## config.mk

```make
export PLATFORM = sky130hd
export DESIGN_NAME = memory_wait_controller
export DESIGN_NICKNAME = d
export VERILOG_FILES = /design/src/rtl/memory_wait_controller.sv
export SDC_FILE = /design/constraint.sdc
export NUM_CORES = 1
export LEC_CHECK = 0
export BUFFER_PORTS_ARGS = -buffer_cell sky130_fd_sc_hd__buf_2
export CAP_MARGIN = 20
export CORE_ASPECT_RATIO = 0.75
export CORE_MARGIN = 3
export CORE_UTILIZATION = 35
export CTS_BUF_LIST = sky130_fd_sc_hd__clkbuf_4
export CTS_CLUSTER_DIAMETER = 80
export DETAILED_ROUTE_END_ITERATION = 6
export PLACE_DENSITY = 0.69
export SKIP_LAST_GASP = 1
export SLEW_MARGIN = 20
export SYNTH_ARGS = -nofsm -noshare
export SYNTH_HDL_FRONTEND = slang
export SYNTH_SLANG_ARGS = --single-unit
```

## constraint.sdc

```tcl
create_clock -name clk -period 2.3 [get_ports clk]
set_input_delay 0.345 -clock clk [delete_from_list [all_inputs] [get_ports clk]]
set_output_delay 0.345 -clock clk [all_outputs]
set_load 0.05 [all_outputs]
```

## src/rtl/memory_wait_controller.sv

```systemverilog
// memory_wait_controller
//   Controller for the memory-wait pipeline stage. Decodes the instruction held
//   in the stage; for LDR/STR it issues a data-memory request, freezes the
//   pipeline until memory is ready and MIN_WAIT cycles have elapsed, then
//   pulses status_rdy for one cycle.
//
//   Optional feature: define MEMORY_WAIT_TIMEOUT_EN to build the WAIT-cycle
//   timeout (ERR state, sticky timeout_err). Without it timeout_err is 0.
//
// Ports
//   clk          rising-edge clock
//   rst          synchronous active-high reset
//   instr_in     instruction in the memory-wait stage
//   instr_valid  instr_in is a live, non-bubble instruction
//   mem_rdy      data memory has completed the access
//   mem_rd_en    load request, held during WAIT
//   mem_wr_en    store request, held during WAIT
//   stall_out    freeze upstream stages (combinational)
//   status_rdy   one-cycle pulse: memory access complete
//   timeout_err  sticky timeout flag
//   wait_count   WAIT cycles taken by the last completed access
//
// state | meaning
// ------+--------------------------------------------------------------
// IDLE  | no access in flight; stall asserted combinationally on detect
// WAIT  | request held, counting cycles until qualified mem_rdy
// DONE  | one-cycle status_rdy pulse, always returns to IDLE
// ERR   | timeout hit (timeout build only): flag set, no status pulse
module memory_wait_controller #(
  parameter int MIN_WAIT = 1,
  parameter int TIMEOUT  = 64
) (
  input  logic        clk,
  input  logic        rst,
  input  logic [31:0] instr_in,
  input  logic        instr_valid,
  input  logic        mem_rdy,
  output logic        mem_rd_en,
  output logic        mem_wr_en,
  output logic        stall_out,
  output logic        status_rdy,
  output logic        timeout_err,
  output logic [7:0]  wait_count
);

  if (MIN_WAIT < 1 || MIN_WAIT > 254) begin : g_bad_min_wait
    $error("memory_wait_controller: MIN_WAIT out of range 1..254");
  end
  if (TIMEOUT <= MIN_WAIT || TIMEOUT > 255) begin : g_bad_timeout
    $error("memory_wait_controller: TIMEOUT must satisfy MIN_WAIT < TIMEOUT <= 255");
  end

  typedef enum logic [1:0] {
    S_IDLE = 2'd0,
    S_WAIT = 2'd1,
    S_DONE = 2'd2
`ifdef MEMORY_WAIT_TIMEOUT_EN
    , S_ERR = 2'd3
`endif
  } state_t;

  localparam logic [8:0] MIN_WAIT_W = 9'(MIN_WAIT);

  state_t     state, state_nxt;
  logic [7:0] cnt;
  logic       load_q;
  logic [8:0] cnt_p1;
  logic       is_mem;
  logic       is_load;
  logic       complete;
  logic       unused_instr_bits;

  assign is_mem  = instr_valid && (instr_in[27:26] == 2'b01) && (instr_in[31:28] != 4'hF);
  assign is_load = instr_in[20];
  assign unused_instr_bits = ^{instr_in[25:21], instr_in[19:0]};

  // 9-bit so the saturated count (255) + 1 does not wrap in the compares.
  assign cnt_p1   = {1'b0, cnt} + 9'd1;
  assign complete = mem_rdy && (cnt_p1 >= MIN_WAIT_W);

`ifdef MEMORY_WAIT_TIMEOUT_EN
  localparam logic [8:0] TIMEOUT_W = 9'(TIMEOUT);
  logic expire;
  logic timeout_q;
  // Completion takes priority over expiry in the same cycle.
  assign expire = !complete && (cnt_p1 == TIMEOUT_W);
`endif

  // State register
  always_ff @(posedge clk) begin
    if (rst) state <= S_IDLE;
    else     state <= state_nxt;
  end

  // Next-state logic
  always_comb begin
    state_nxt = state;
    case (state)
      S_IDLE: if (is_mem) state_nxt = S_WAIT;
      S_WAIT: begin
        if (complete) state_nxt = S_DONE;
`ifdef MEMORY_WAIT_TIMEOUT_EN
        else if (expire) state_nxt = S_ERR;
`endif
      end
      // The same instruction is still in the stage, so DONE never re-decodes.
      S_DONE: state_nxt = S_IDLE;
      default: state_nxt = S_IDLE;
    endcase
  end

  // Cycle counter, access direction and result registers
  always_ff @(posedge clk) begin
    if (rst) begin
      cnt        <= 8'd0;
      load_q     <= 1'b0;
      wait_count <= 8'd0;
    end else begin
      if (state == S_IDLE && is_mem) begin
        cnt    <= 8'd0;
        load_q <= is_load;
      end else if (state == S_WAIT) begin
        if (complete)           wait_count <= cnt_p1[8] ? 8'hFF : cnt_p1[7:0];
        else if (cnt != 8'hFF)  cnt        <= cnt + 8'd1;
      end
    end
  end

`ifdef MEMORY_WAIT_TIMEOUT_EN
  always_ff @(posedge clk) begin
    if (rst)                             timeout_q <= 1'b0;
    else if (state == S_WAIT && expire)  timeout_q <= 1'b1;
  end
  assign timeout_err = timeout_q;
`else
  assign timeout_err = 1'b0;
`endif

  // Output logic
  always_comb begin
    mem_rd_en  = (state == S_WAIT) && load_q;
    mem_wr_en  = (state == S_WAIT) && !load_q;
    status_rdy = (state == S_DONE);
    stall_out  = (state == S_WAIT) || ((state == S_IDLE) && is_mem);
  end

endmodule

```

==> metrics.md <==
| Metric | Value |
|---|---|
| Run status | `complete, no violations` |
| Starting Density | `0.3764` |
| Transition time at the pin with the least slew margin | `0.6887 ns` |
| Total negative slack for setup checks | `0 ns` |
| Cell internal pwr | `0.4311 mW` |
| Layout area overhead | `20.00%` |
| Net Sw Frac | `0.2529` |
| Nature of the critical path startpoint | `flip-flop` |
| Area enclosed by the die boundary | `0.004000 mm²` |
| Share of power burned in combinational logic | `0.105` |
| Total via count after detailed routing | `1065` |
| Top cell type by total area after synthesis | `sky130_fd_sc_hd__dfxtp_1` |
| DRT Wirelength | `2.639 mm` |
| Maximum clock path buffer count | `2` |
| CTS tree | `built` |
| Clock transition at the register clock pins on the worst setup and hold paths after CTS | `0.11 ns` |
| Maximum Capacitance Violations | `0` |
| M2 GR Usage | `0.2264` |
| Met1 track utilization from global routing | `0.1892` |
| CTS H-tree lvls | `1` |
| Main synth FF type | `sky130_fd_sc_hd__dfxtp_1` |
| Worst path arrival time | `2.36 ns` |
| Worst EP required | `2.50 ns` |
| Max FO, Critical Path | `6` |
| Top cells by area in the synthesized netlist | `sky130_fd_sc_hd__dfxtp_1 33%, sky130_fd_sc_hd__xnor2_1 5.4%, sky130_fd_sc_hd__mux2i_1 4.4%` |
| RSZ-0062 raised after global routing | `false` |
| Remaining antenna violation count | `0` |
| Highest attainable clock frequency | `462.9 MHz` |
| Post-Layout Cell Count | `203` |
| Number of buffers inserted during clock tree synthesis | `3` |
| Total overflow reported by the global router | `0` |
| Vias per inst | `5.246` |
| Layout filler cell count | `312` |
| Fraction of the yosys area taken by sequential cells | `0.3322` |
| Setup repair bufs after CTS | `0` |
| CP endpoint kind | `flip-flop` |
| Standard-cell row count | `17` |
| Cell count after placement | `199` |
| Relative contribution of sequential cells to total power | `0.580` |
| Number of synthesis warnings | `0` |
| Static leakage | `0.5833 nW` |
| Crit path kind | `reg2reg` |
| First-pass GRT wire length | `4.574 mm` |
| Count of mapped cells out of synthesis | `136` |
| Pins over their slew limit | `0` |
| Final HPWL from detailed placement | `2.109 mm` |
| ANT cells | `0` |
| Pin count of the biggest net entering global routing | `16` |
| Count of routing violations after the opening detailed-route iteration | `46` |
| Power density normalized to cell area | `420.0 mW/mm²` |
| Number of library cell types mapped by synthesis | `44` |
| Remaining DRCs | `0` |
| Worst setup slack after placement | `0.1127 ns` |
| Share of cells above drive strength 1 | `0.2970` |
| Share of total power in the clock network | `0.315` |
| Power spent charging and discharging nets | `0.1459 mW` |
| Area share of the largest cell type after synthesis | `0.3322` |
| Fraction of met3 tracks used by global routing | `0.04545` |
| Final Hold Viols | `0` |
| Worst slew margin relative to its limit | `0.5387` |
| Avg WL per Cell | `13.00 µm` |
| Total iterations of the first detailed-routing run | `4` |
| Worst min-delay path category | `in2reg` |
| Clock latency on the worst-skew pair | `0.30 ns` |
| Power Total | `0.5770 mW` |
| Share of the core filled with cells | `0.4517` |
| Share of flip-flops with an asynchronous set or reset | `0` |
| Root buf cell | `sky130_fd_sc_hd__clkbuf_4` |
| Worst Clk Skew | `0.005802 ns` |
| Initial antenna violation count | `0` |
| Final setup vio count | `0` |
| Boundary pin count | `49` |
| Clock sink total | `19` |
| Number of register bits inferred by synthesis | `19` |
| Footprint of the multi-input gates | `680.7 µm²` |
| Total standard cell area after synthesis | `0.001145 mm²` |
| Storage element area | `381.6 µm²` |
| Die X | `72.04 µm` |
| Worst VDD drop | `0.2638 mV` |
| Average footprint of a synthesized cell | `8.418 µm²` |
| Hold-fix buffers at CTS | `0` |
| Shortest clock period the worst path allows after layout | `2.160 ns` |
| Floorplan die height | `55.53 µm` |
| Ratio of final minimum period to clock period | `0.9392` |
| Number of input and output port buffers inserted | `22` |
| Layout Nets | `204` |
| Gp weighted congestion | `0.8142` |
| Smallest setup slack after layout | `0.1398 ns` |
| Number of global-route vias before repair | `1051` |
| EDFF count, synth | `0` |
| Global Route Usage Sum | `0.1427` |
| Most crowded layer after global routing | `met2` |
| Net count after synthesis | `174` |
| Placeable core region | `0.003042 mm²` |
[timing repair]
action	CTS	global route
setup endpoints to repair	0	4
resized for setup	0	1
hold endpoints to repair	0	0
[sequential cells by signal, summed over array words and instances (netlist names)]
name and count:
load_q 1, state 2, wait_count 8, cnt 8
[cells in the final DEF (no fill, tap or decap), drive strengths merged]
master    n
buf      34
dfxtp    19
nor2     13
nand2    12
inv       9
xnor2     7
nor3      6
a21oi     6
mux2i     5
a31oi     5
nand2b    4
nand3     4
clkbuf    4
a221oi    4
nor2b     3
nand4     3
a21o      3
xor2      2
ha        2
and2      2
o21ai     2
a211oi    2
nor4b     1
o21ba     1
and3      1
a211o     1
o211ai    1
a32oi     1
nor4      1
or3       1
a2111oi   1
mux2      1
o211a     1
or2       1
a32o      1
conb      1
[layout make-up]
class,count,area share
clock buffers,4,0.02186
repair buffers,34,0.1457
multi-input cells,99,0.4954
flip-flops and latches,19,0.2778
inverters,9,0.02459
well taps,38,0.03461
[critical path, stage by stage (launching register included)]
cell	delay [ns]
sky130_fd_sc_hd__dfxtp_1	0.40
sky130_fd_sc_hd__ha_1	0.24
sky130_fd_sc_hd__buf_4	0.16
sky130_fd_sc_hd__o211ai_1	0.08
sky130_fd_sc_hd__a32oi_1	0.25
sky130_fd_sc_hd__a2111oi_4	0.09
sky130_fd_sc_hd__buf_4	0.17
sky130_fd_sc_hd__a21o_4	0.22
sky130_fd_sc_hd__buf_4	0.15
sky130_fd_sc_hd__a221oi_1	0.29
[metrics by stage]
step / hold slack (ns) / area (µm²)
final: 0.2901 / 1374
after global routing: 0.2950 / 1374
after CTS: 0.2834 / 1373
after detailed placement: 0.4527 / 1343
after global placement: 0.4488 / 1343
after floorplan: 0.4784 / 1146
[logic make-up after synthesis]
family	share of synthesized area
other	0.003276
flip-flops	0.3322
AO/OA/AOI/OAI	0.2197
AND/OR/NAND/NOR	0.2273
multiplexers	0.05355
adder cells (fa/ha/maj)	0.02185
XOR/XNOR	0.06886
buffers and inverters	0.07321
[Yosys cell counts (all sizes together), types with 2 or more instances]
master / n
a21o: 3
buf: 4
a211oi: 2
xor2: 2
nand2b: 4
nand4: 3
a31oi: 5
nand3: 4
nor2b: 3
dfxtp: 19
a221oi: 4
and2: 2
a21oi: 6
nand2: 12
nor2: 13
xnor2: 7
ha: 2
clkbuf: 5
inv: 9
nor3: 6
mux2i: 5
o21ai: 2
[per-layer routing]
metal  share of wire  vias up
li1                -      535
met5               0        -
met4          0.0053        0
met2            0.45       19
met3           0.042        2
met1            0.50      509
[path summary, 6_finish.rpt]
check | cells past startpoint | end | slack, ns | startpoint
setup / recovery | 9 | wait_count[3] | 0.14 | cnt[1]
hold / removal | 3 | load_q | 0.29 | instr_in[20]
setup reg to reg | 9 | wait_count[3] | 0.14 | cnt[1]
hold reg to reg | 2 | wait_count[5] | 0.46 | wait_count[5]
[power by group through the flow]
stage	clock [mW]	sequential (mW)	combinational, mW
2_1_floorplan	0	0.348	0.0352
3_3_place_gp	0	0.342	0.0591
3_5_place_dp	0	0.342	0.0604
4_1_cts	0.187	0.335	0.0605
5_1_grt	0.204	0.335	0.0660
6_report	0.182	0.335	0.0609
(Power assumes the default switching activity.)
